**src/rtl/muldiv_unit_if.sv**
```systemverilog
// Request/response bundle between the execute stage and the RV32M multiply/divide unit.
interface muldiv_unit_if;
    logic        start;
    logic [2:0]  funct3;
    logic [31:0] op_a;
    logic [31:0] op_b;
    logic [4:0]  rd_in;
    logic        flush;
    logic        busy;
    logic        done;
    logic [31:0] result;
    logic [4:0]  rd_out;

    modport master (
        output start, funct3, op_a, op_b, rd_in, flush,
        input  busy, done, result, rd_out
    );

    modport slave (
        input  start, funct3, op_a, op_b, rd_in, flush,
        output busy, done, result, rd_out
    );
endinterface

```
**src/rtl/muldiv_unit.sv**
```systemverilog
// Iterative RV32M multiply/divide unit: 32-cycle shift-add multiply and restoring divide.
// Define MULDIV_FAST_MUL_EN to make the four multiply ops single-cycle.
module muldiv_unit #(
    parameter int XLEN = 32
) (
    input  logic           clk,
    input  logic           rst,
    muldiv_unit_if.slave   bus
);

    typedef enum logic [1:0] {IDLE, CALC, DONE} state_t;

    state_t              state;
    logic [4:0]          count;
    logic [2:0]          fn;
    logic                neg;
    logic [4:0]          rd_pend;
    logic [XLEN-1:0]     opnd;
    logic [2*XLEN-1:0]   acc;

    logic                sign_a, sign_b, in_neg;
    logic [XLEN-1:0]     in_mag_a, in_mag_b;
    logic                div_zero, div_ovf;
    logic [XLEN-1:0]     special_res;
    logic [XLEN:0]       mul_sum, div_rem, div_diff;
    logic                div_ge;
    logic [2*XLEN-1:0]   acc_next;
`ifdef MULDIV_FAST_MUL_EN
    logic [2*XLEN-1:0]   fast_prod;
`endif

    // Signed ops are computed on magnitudes; neg records whether the final value flips sign.
    function automatic logic [XLEN-1:0] sel_result(input logic [2:0] f, input logic n,
                                                   input logic [2*XLEN-1:0] v);
        logic [2*XLEN-1:0] p;
        logic [XLEN-1:0]   q, r;
        p = n ? -v : v;
        q = n ? -v[XLEN-1:0] : v[XLEN-1:0];
        r = n ? -v[2*XLEN-1:XLEN] : v[2*XLEN-1:XLEN];
        case (f)
            3'b000:                 sel_result = p[XLEN-1:0];
            3'b001, 3'b010, 3'b011: sel_result = p[2*XLEN-1:XLEN];
            3'b100, 3'b101:         sel_result = q;
            default:                sel_result = r;
        endcase
    endfunction

    always_comb begin
        sign_a      = bus.op_a[XLEN-1] & (bus.funct3 == 3'b001 || bus.funct3 == 3'b010 ||
                                          bus.funct3 == 3'b100 || bus.funct3 == 3'b110);
        sign_b      = bus.op_b[XLEN-1] & (bus.funct3 == 3'b001 || bus.funct3 == 3'b100 ||
                                          bus.funct3 == 3'b110);
        in_mag_a    = sign_a ? -bus.op_a : bus.op_a;
        in_mag_b    = sign_b ? -bus.op_b : bus.op_b;
        in_neg      = (bus.funct3 == 3'b110) ? sign_a : (sign_a ^ sign_b);
        div_zero    = bus.funct3[2] && (bus.op_b == '0);
        div_ovf     = bus.funct3[2] && !bus.funct3[0] &&
                      (bus.op_a == {1'b1, {(XLEN-1){1'b0}}}) && (bus.op_b == '1);
        special_res = '0;
        if (div_zero)
            special_res = bus.funct3[1] ? bus.op_a : '1;
        else if (!bus.funct3[1])
            special_res = {1'b1, {(XLEN-1){1'b0}}};
`ifdef MULDIV_FAST_MUL_EN
        fast_prod   = (2*XLEN)'(in_mag_a) * (2*XLEN)'(in_mag_b);
`endif
    end

    // One iteration: multiply adds then shifts right; divide shifts left then trial-subtracts.
    always_comb begin
        mul_sum  = {1'b0, acc[2*XLEN-1:XLEN]} + (acc[0] ? {1'b0, opnd} : '0);
        div_rem  = acc[2*XLEN-1:XLEN-1];
        div_ge   = div_rem >= {1'b0, opnd};
        div_diff = div_rem - {1'b0, opnd};
        acc_next = fn[2] ? {(div_ge ? div_diff[XLEN-1:0] : div_rem[XLEN-1:0]),
                            acc[XLEN-2:0], div_ge}
                         : {mul_sum, acc[XLEN-1:1]};
    end

    always_ff @(posedge clk) begin
        if (rst) begin
            state      <= IDLE;
            count      <= '0;
            fn         <= '0;
            neg        <= 1'b0;
            rd_pend    <= '0;
            opnd       <= '0;
            acc        <= '0;
            bus.busy   <= 1'b0;
            bus.done   <= 1'b0;
            bus.result <= '0;
            bus.rd_out <= '0;
        end else if (bus.flush) begin
            state    <= IDLE;
            count    <= '0;
            bus.busy <= 1'b0;
            bus.done <= 1'b0;
        end else begin
            case (state)
                IDLE: begin
                    bus.done <= 1'b0;
                    if (bus.start) begin
                        fn       <= bus.funct3;
                        neg      <= in_neg;
                        rd_pend  <= bus.rd_in;
                        count    <= '0;
                        bus.busy <= 1'b1;
                        opnd     <= bus.funct3[2] ? in_mag_b : in_mag_a;
                        acc      <= {{XLEN{1'b0}}, (bus.funct3[2] ? in_mag_a : in_mag_b)};
                        if (div_zero || div_ovf) begin
                            state      <= DONE;
                            bus.done   <= 1'b1;
                            bus.result <= special_res;
                            bus.rd_out <= bus.rd_in;
`ifdef MULDIV_FAST_MUL_EN
                        end else if (!bus.funct3[2]) begin
                            state      <= DONE;
                            bus.done   <= 1'b1;
                            bus.result <= sel_result(bus.funct3, in_neg, fast_prod);
                            bus.rd_out <= bus.rd_in;
`endif
                        end else begin
                            state <= CALC;
                        end
                    end
                end
                CALC: begin
                    acc   <= acc_next;
                    count <= count + 5'd1;
                    if (count == 5'd31) begin
                        state      <= DONE;
                        bus.done   <= 1'b1;
                        bus.result <= sel_result(fn, neg, acc_next);
                        bus.rd_out <= rd_pend;
                    end
                end
                DONE: begin
                    state    <= IDLE;
                    bus.done <= 1'b0;
                    bus.busy <= 1'b0;
                end
                default: begin
                    state    <= IDLE;
                    bus.done <= 1'b0;
                    bus.busy <= 1'b0;
                end
            endcase
        end
    end

endmodule

```
**src/flat_wrapper.sv**
```systemverilog
// flat-port wrapper written by rule: the top's interface ports become plain ports
module muldiv_unit_flat 
#(
    parameter int XLEN = 32
)
  (clk, rst, bus_start, bus_funct3, bus_op_a, bus_op_b, bus_rd_in, bus_flush, bus_busy, bus_done, bus_result, bus_rd_out);
  muldiv_unit_if bus_i ();
  input  logic clk;
  input  logic rst;
  input wire logic [$bits(bus_i.start)-1:0] bus_start;
  input wire logic [$bits(bus_i.funct3)-1:0] bus_funct3;
  input wire logic [$bits(bus_i.op_a)-1:0] bus_op_a;
  input wire logic [$bits(bus_i.op_b)-1:0] bus_op_b;
  input wire logic [$bits(bus_i.rd_in)-1:0] bus_rd_in;
  input wire logic [$bits(bus_i.flush)-1:0] bus_flush;
  output wire logic [$bits(bus_i.busy)-1:0] bus_busy;
  output wire logic [$bits(bus_i.done)-1:0] bus_done;
  output wire logic [$bits(bus_i.result)-1:0] bus_result;
  output wire logic [$bits(bus_i.rd_out)-1:0] bus_rd_out;
  assign bus_i.start = bus_start;
  assign bus_i.funct3 = bus_funct3;
  assign bus_i.op_a = bus_op_a;
  assign bus_i.op_b = bus_op_b;
  assign bus_i.rd_in = bus_rd_in;
  assign bus_i.flush = bus_flush;
  assign bus_busy = bus_i.busy;
  assign bus_done = bus_i.done;
  assign bus_result = bus_i.result;
  assign bus_rd_out = bus_i.rd_out;
  muldiv_unit #(.XLEN(XLEN)) u_core (.clk(clk), .rst(rst), .bus(bus_i));
endmodule
```
**config.mk**
```make
export PLATFORM = sky130hd
export DESIGN_NAME = muldiv_unit_flat
export DESIGN_NICKNAME = d
export VERILOG_FILES = /design/src/rtl/muldiv_unit_if.sv /design/src/rtl/muldiv_unit.sv /design/src/flat_wrapper.sv
export SDC_FILE = /design/constraint.sdc
export NUM_CORES = 1
export LEC_CHECK = 0
export CAP_MARGIN = 20
export CORE_MARGIN = 8
export CORE_UTILIZATION = 55
export DETAILED_ROUTE_END_ITERATION = 12
export DONT_BUFFER_PORTS = 1
export PLACE_DENSITY = 0.73
export SYNTH_ARGS = -nofsm -noshare
export SYNTH_HDL_FRONTEND = slang
export SYNTH_SLANG_ARGS = --single-unit
```
**constraint.sdc**
```tcl
create_clock -name clk -period 4.7 [get_ports clk]
set_input_delay 1.41 -clock clk [delete_from_list [all_inputs] [get_ports clk]]
set_output_delay 1.41 -clock clk [all_outputs]
set_load 0.01 [all_outputs]
```
==> flow_summary.rst, run 1 <==
.. list-table::
   :header-rows: 1

   * - Metric
     - Value
   * - Final ANT Viol Nets
     - 0
   * - Sequential share of the synthesized area
     - 18.9%
   * - Starting density of the core
     - 55.8%
   * - Overall Global Routing Usage
     - 36.3%
   * - Max Fanout on Critical Path
     - 5
   * - Instance area after placement
     - 18,100 sq um
   * - Fin nets
     - 2,598
   * - Average instance area after synthesis
     - 7.01 sq um
   * - Insertion delay to the later sink of the worst-skew pair
     - 450 ps
   * - Leftover overflow at the end of global routing
     - 0
   * - Timing-limited maximum frequency
     - 218 MHz
   * - CTS tree
     - done
   * - Depth of the most critical reg-to-reg path
     - 19
   * - Most common cell after layout, fill and taps aside
     - buf_4
   * - DR WL/cell
     - 23.7 um
   * - Final-report hold violation count
     - 0
   * - Width of the die
     - 186 um
   * - Classification of the worst-slack hold path
     - reg -> reg
   * - Signed area change from the synthesized netlist to the final layout
     - 22.6%
   * - Vias per Instance
     - 6.75
   * - Sum of routed wire length over all layers
     - 67,300 um
   * - Synth Net Count
     - 2,427
   * - # H-tree levels
     - 4
   * - Pin count of the biggest net entering global routing
     - 139
   * - Vias after detailed routing
     - 19,200
   * - Post-detailed-placement half-perimeter wirelength
     - 52,000 um
   * - Root buffer selected by CTS
     - clkbuf_16
   * - TritonCTS buffer count
     - 17
   * - Top-Level Pins
     - 115
   * - Clock-pin slew on the worst setup and hold paths
     - 70 ps
   * - Static Leakage
     - 7.73 nW
   * - Vias in the first global route
     - 17,764
   * - Setup Crit Path Kind
     - reg -> reg
   * - Top_reg_cell synth
     - dfxtp_1
   * - Max-slew violation count
     - 0
   * - Cell count after synthesis
     - 2,278
   * - Die area
     - 34,800 sq um
   * - Crit. End Element
     - flop
   * - Switching power summed over all nets
     - 1.69 mW
   * - Number of antenna violations at the first check in global routing
     - 2
   * - Vertical die dimension
     - 186 um
   * - Maximum vdd ir drop
     - 0.209 mV
   * - Startpoint class of the critical path
     - flop
   * - Combinational share of power
     - 37.7%
   * - # rows
     - 62
   * - Sequential group share of total power
     - 30.5%
   * - Slew headroom
     - 32.4%
   * - Highest-count cells in the layout ignoring fill and taps
     - buf_4, nor2_1, nand2_1, a21oi_1, o21ai_0
   * - Drt drc
     - 0
   * - Post-synth EDFFs
     - 0
   * - Diodes inserted
     - 0
   * - Core Region
     - 28,600 sq um
   * - Post-route fraction of the period consumed by the critical path
     - 97.5%
   * - Internal power component
     - 2.83 mW
   * - Proportion of synthesized flip-flops having asynchronous set or reset
     - 0%
   * - Pwr dens
     - 231 nW/um^2
   * - Starting DRT DRC Count
     - 2,332
   * - Clock Power Share
     - 31.8%
   * - Clock buffer depth
     - 2
   * - Worst hold path stage count
     - 2
   * - Final weighted congestion in routability-driven placement
     - 1.10
   * - RSZ-0062 raised after global routing
     - yes
   * - Pre-antenna DRT Iters
     - 6
   * - Count of clock tree sinks
     - 151
   * - Post-synthesis instance area
     - 16,000 sq um
   * - Number of buffers added to fix hold violations after cts
     - 0
   * - Final design area excluding fillers
     - 19,600 sq um
   * - Worst clock skew
     - 15.8 ps
   * - #FFs+latches synth
     - 151
   * - Library cells used by synthesis
     - 92
   * - Final worst path period need
     - 4580 ps
   * - Number of failing setup endpoints in the final timing report
     - 0
   * - Sw Ratio
     - 37.4%
   * - Area used by sequential logic in the layout
     - 3040 sq um
   * - Multi-input combinational cell area
     - 12,900 sq um
   * - First-pass GRT wire length
     - 102,000 um
   * - Slew at the pin with the worst max-slew slack
     - 1010 ps
   * - Fill cell count
     - 2,514
   * - Final standard cell utilization of the core
     - 68.5%
   * - Outcome
     - complete, no violations
   * - Fraction of final layout cells sized beyond drive strength 1
     - 20.5%
   * - Critical path arrival
     - 4900 ps
   * - Port Buffers
     - 0
   * - Required time at the endpoint of the critical path
     - 5020 ps
   * - Total number of yosys warnings
     - 0
   * - Count of maximum capacitance violations
     - 0
synth_stat cells (48+ instances only):
cell type	count	area share [%]
a21oi_1	177	5.5
nor3_1	67	2.1
xnor2_1	88	4.8
ha_1	71	5.6
o211ai_1	74	3.5
nor2_1	288	6.8
mux2i_1	59	3.7
dfxtp_1	151	19
o21ai_0	162	5.1
clkbuf_1	113	2.7
inv_1	71	1.7
nand2_1	222	5.2
nand3_1	48	1.5
xor2_1	84	4.6
power by group through the flow:
stage | Sequential [mW] | Combinational (mW) | Clock [mW]
finish | 1.38 | 1.71 | 1.44
global route | 1.38 | 1.81 | 1.49
CTS | 1.38 | 1.56 | 1.44
detailed placement | 1.40 | 1.53 | 0
global placement | 1.40 | 1.51 | 0
floorplan | 1.38 | 1.00 | 0
state kept, by name (all words and copies together), names as in the netlist:
register / flops
u_core.state: 2
u_core.neg: 1
u_core.acc: 64
u_core.opnd: 32
u_core.bus.rd_out: 5
u_core.bus.done: 1
u_core.bus.result: 32
u_core.bus.busy: 1
u_core.rd_pend: 5
u_core.count: 5
u_core.fn: 3
final timing paths:
kind | startpoint | end | slack (ps)
setup / recovery | u_core.opnd[22] | u_core.bus.result[18] | 120
hold / removal | u_core.rd_pend[2] | u_core.rd_pend[2] | 460
setup reg to reg | u_core.opnd[22] | u_core.bus.result[18] | 120
hold reg to reg | u_core.rd_pend[2] | u_core.rd_pend[2] | 460
critical path, cell delays in order (launching register included):
cell      delay, ps
dfxtp_1         320
inv_1           200
ha_1            320
a21oi_2         200
o21ai_2         100
a22o_2          320
nor3_4          220
a31o_4          230
ha_4            140
o221ai_2         90
or3_4           370
nor2_4          120
nand4_1         200
or3_4           510
o31ai_4         280
o21ai_1         110
xnor2_1         210
o22ai_1         130
o21ai_2         240
a311oi_1        130
logic make-up after synthesis:
family                   synth area share (%)
AND/OR/NAND/NOR                          24.8
AO/OA/AOI/OAI                            31.4
buffers and inverters                    5.60
XOR/XNOR                                 9.43
flip-flops                               18.9
adder cells (fa/ha/maj)                  5.81
multiplexers                             4.12
per-stage QoR:
| stage | cells | hold slack, ps | total power [mW] | setup WS (ps) | setup TNS, ps |
|---|---|---|---|---|---|
| 6_report | 2845 | 457 | 4.52 | 117 | 0 |
| 5_1_grt | 2845 | 479 | 4.69 | -75.5 | -210 |
| 4_1_cts | 2833 | 459 | 4.38 | -20.8 | -20.8 |
| 3_5_place_dp | 2801 | 449 | 2.93 | -558 | -6790 |
| 3_3_place_gp | 2801 | 436 | 2.91 | -537 | -4920 |
| 2_1_floorplan | 2278 | 437 | 2.38 | -2.00 | -2.00 |
layout make-up:
| type | count | share of cell area, % |
|---|---|---|
| Tap cell | 384 | 2.45 |
| Clock buffer | 19 | 2.31 |
| Timing Repair Buffer | 306 | 12.0 |
| Multi-Input combinational cell | 1901 | 65.6 |
| Inverter | 72 | 1.38 |
| Clock inverter | 12 | 0.702 |
| Sequential cell | 151 | 15.5 |
metal layers:
metal	GRT usage [%]	routed length, um	part of all wire (%)	vias to the layer above
li1	-	-	-	8715
met1	45.4	26300	39	8978
met2	57.1	29300	44	1229
met3	8.56	7510	11	274
met4	19.2	4140	6.1	4
met5	0	22	0.033	-
timing repair:
action,in CTS,in global routing
buffers inserted,1,13
endpoints found under the setup margin,27,29
pin swaps,5,52
gates resized for setup,35,143
(Power assumes the default switching activity.)
==> inputs of run 2 (changes only) <==
CORE_MARGIN = default   (was 8)
==> flow_summary.rst, run 2 (same netlist as run 1, synthesis figures left out) <==
.. list-table::
   :header-rows: 1

   * - Metric
     - Value
   * - Outcome
     - complete, no violations (unchanged)
   * - Sum of routed wire length over all layers
     - 69,100 um (was 67,300 um)
   * - Vias per Instance
     - 6.70 (was 6.75)
   * - Number of failing setup endpoints in the final timing report
     - 0 (unchanged)
   * - Most common cell after layout, fill and taps aside
     - buf_4 (unchanged)
   * - DR WL/cell
     - 23.8 um (was 23.7 um)
   * - Total design power
     - 4.61 mW (was 4.52 mW)
   * - Post-Route Setup TNS
     - 0 ps (unchanged)
   * - Post-route worst setup slack
     - 23.1 ps (was 117 ps)
   * - CTS tree
     - done (unchanged)
   * - Pin count of the biggest net entering global routing
     - 139 (unchanged)
   * - Slew headroom
     - 28.2% (was 32.4%)
   * - Area used by sequential logic in the layout
     - 3040 sq um (about the same)
   * - Slew at the pin with the worst max-slew slack
     - 1070 ps (was 1010 ps)
   * - Count of clock tree sinks
     - 151 (unchanged)
   * - Clock-pin slew on the worst setup and hold paths
     - 70 ps (about the same)
   * - Final standard cell utilization of the core
     - 70.5% (was 68.5%)
   * - Timing-limited maximum frequency
     - 214 MHz (was 218 MHz)
   * - Number of antenna violations at the first check in global routing
     - 2 (unchanged)
   * - Final weighted congestion in routability-driven placement
     - 1.11 (was 1.10)
   * - Final-report hold violation count
     - 0 (unchanged)
   * - Static Leakage
     - 8.04 nW (was 7.73 nW)
   * - Starting DRT DRC Count
     - 2,277 (was 2,332)
   * - Highest-count cells in the layout ignoring fill and taps
     - buf_4, nor2_1, nand2_1, a21oi_1, o21ai_0 (unchanged)
   * - Fin nets
     - 2,658 (was 2,598)
   * - Critical path arrival
     - 5010 ps (was 4900 ps)
   * - Post-route fraction of the period consumed by the critical path
     - 99.5% (was 97.5%)
   * - Critical register-to-register path endpoint
     - u_core.bus.result[19] (was u_core.bus.result[18])
   * - Classification of the worst-slack hold path
     - reg -> reg (unchanged)
   * - Top-Level Pins
     - 115 (unchanged)
   * - Depth of the most critical reg-to-reg path
     - 17 (was 19)
   * - Hold-critical path endpoint
     - u_core.rd_pend[1] (was u_core.rd_pend[2])
   * - Worst hold path stage count
     - 2 (unchanged)
   * - Pre-antenna DRT Iters
     - 6 (unchanged)
   * - Required time at the endpoint of the critical path
     - 5040 ps (was 5020 ps)
   * - Biggest registers after layout
     - u_core.acc x64, u_core.bus.result x32, u_core.opnd x32 (unchanged)
   * - Max-slew violation count
     - 0 (unchanged)
   * - Vias after detailed routing
     - 19,471 (was 19,200)
   * - Pre-CTS WS
     - -479 ps (was -558 ps)
   * - Start point of the worst hold path
     - u_core.rd_pend[1] (was u_core.rd_pend[2])
   * - Overall Global Routing Usage
     - 45.0% (was 36.3%)
   * - TritonCTS buffer count
     - 17 (unchanged)
   * - Pwr dens
     - 228 nW/um^2 (was 231 nW/um^2)
   * - Final worst path period need
     - 4680 ps (was 4580 ps)
   * - First-pass GRT wire length
     - 101,000 um (was 102,000 um)
   * - Flip-flop count of the largest register after layout
     - 64 (unchanged)
   * - Insertion delay to the later sink of the worst-skew pair
     - 460 ps (was 450 ps)
   * - Root buffer selected by CTS
     - clkbuf_16 (unchanged)
   * - Fraction of final layout cells sized beyond drive strength 1
     - 23.0% (was 20.5%)
   * - Multi-input combinational cell area
     - 12,900 sq um (about the same)
   * - Register with the most flip-flops
     - u_core.acc (unchanged)
   * - Fill cell count
     - 2,369 (was 2,514)
   * - # rows
     - 62 (unchanged)
   * - Post-detailed-placement half-perimeter wirelength
     - 52,600 um (was 52,000 um)
   * - Starting density of the core
     - 55.8% (unchanged)
   * - # H-tree levels
     - 4 (unchanged)
   * - Core Region
     - 28,600 sq um (unchanged)
   * - Width of the die
     - 172 um (was 186 um)
   * - Signed area change from the synthesized netlist to the final layout
     - 26.3% (was 22.6%)
   * - Drt drc
     - 0 (unchanged)
   * - Leftover overflow at the end of global routing
     - 0 (unchanged)
   * - Setup Crit Path Kind
     - reg -> reg (unchanged)
   * - RSZ-0062 raised after global routing
     - yes (unchanged)
   * - Post-Layout Cell Count
     - 2,907 (was 2,845)
   * - Max Fanout on Critical Path
     - 6 (was 5)
   * - Reg-to-reg setup timing slack
     - 20 ps (was 120 ps)
   * - Count of maximum capacitance violations
     - 0 (unchanged)
   * - Reg-to-reg critical path startpoint
     - u_core.opnd[0] (was u_core.opnd[22])
   * - Maximum vdd ir drop
     - 0.176 mV (was 0.209 mV)
   * - Final ANT Viol Nets
     - 0 (unchanged)
   * - Vertical die dimension
     - 172 um (was 186 um)
   * - Crit. End Element
     - flop (unchanged)
   * - Die area
     - 29,700 sq um (was 34,800 sq um)
   * - Clock buffer depth
     - 2 (unchanged)
   * - Startpoint class of the critical path
     - flop (unchanged)
   * - Cell total after placement
     - 2,849 (was 2,801)
   * - Port Buffers
     - 0 (unchanged)
   * - Vias in the first global route
     - 17,923 (was 17,764)
   * - Worst clock skew
     - 16.1 ps (was 15.8 ps)
==> run 2: cell types whose count changed in the layout (fill, tap and decap cells not counted), moves of 4 or more <==
cell	change
buf_12	+7
buf_4	+49
ha_4	+4
ha_1	-7
nor3_2	+4
==> run 2: area by class of cell <==
cell class | count | share of cell area (%)
sequential | 151 | 15.1
antenna | 1 | 0.0124
multi-input combinational | 1901 | 63.9
tap | 384 | 2.38
clock buffer | 19 | 2.19
timing repair buffer | 366 | 14.4
inverter | 72 | 1.34
clock inverter | 13 | 0.713
==> run 2: what timing repair did <==
item / 4_1_cts / 5_1_grt
cloned: 0 / 0
pin swaps: 12 / 59
setup buffers: 4 / 22
hold buffers: 0 / 0
gates resized for setup: 29 / 160
setup endpoints to repair: 16 / 27
==> run 2: worst max path at each step <==
stage	start	end	slack, ps	cells past startpoint
floorplan	u_core.opnd[22]	u_core.bus.result[14]	-2	21
global placement	u_core.acc[0]	u_core.bus.result[29]	-370	21
detailed placement	u_core.acc[0]	u_core.bus.result[29]	-480	21
CTS	u_core.acc[0]	u_core.bus.result[23]	-10	18
global route	u_core.opnd[3]	u_core.bus.result[25]	-130	21
finish	u_core.opnd[0]	u_core.bus.result[19]	20	17
==> run 2: layer usage <==
| layer | up-vias | part of all wire (%) | wire [um] | global-route usage (%) |
|---|---|---|---|---|
| met5 | - | 0.035 | 24 | 0 |
| met4 | 4 | 6.1 | 4240 | 25.4 |
| met3 | 281 | 11 | 7570 | 12.1 |
| met2 | 1165 | 44 | 30600 | 71.6 |
| met1 | 9188 | 39 | 26700 | 54.7 |
| li1 | 8833 | - | - | - |
==> run 2: critical path, cell delays in order, from the launching register on <==
cell	delay [ps]
dfxtp_2	330
buf_4	130
ha_1	310
nand4_1	150
or4_4	560
nor4_4	320
buf_4	160
or3_4	190
o21ai_0	110
o2bb2ai_1	170
buf_4	200
or4_4	600
buf_4	170
buf_4	130
o41a_1	370
xor2_1	180
a221oi_1	370
a21oi_1	120
==> run 2: metrics by stage <==
stage	hold slack [ps]	instance area (sq um)
after floorplan	437	16000
after CTS	457	19300
after global routing	476	20200
after global placement	436	18500
final	456	20200
after detailed placement	448	18500
==> run 2: power breakdown <==
part           switching [mW]  internal [mW]
Clock                   0.633          0.803
Combinational            1.06          0.743
Sequential             0.0502           1.33
Total                    1.74           2.87
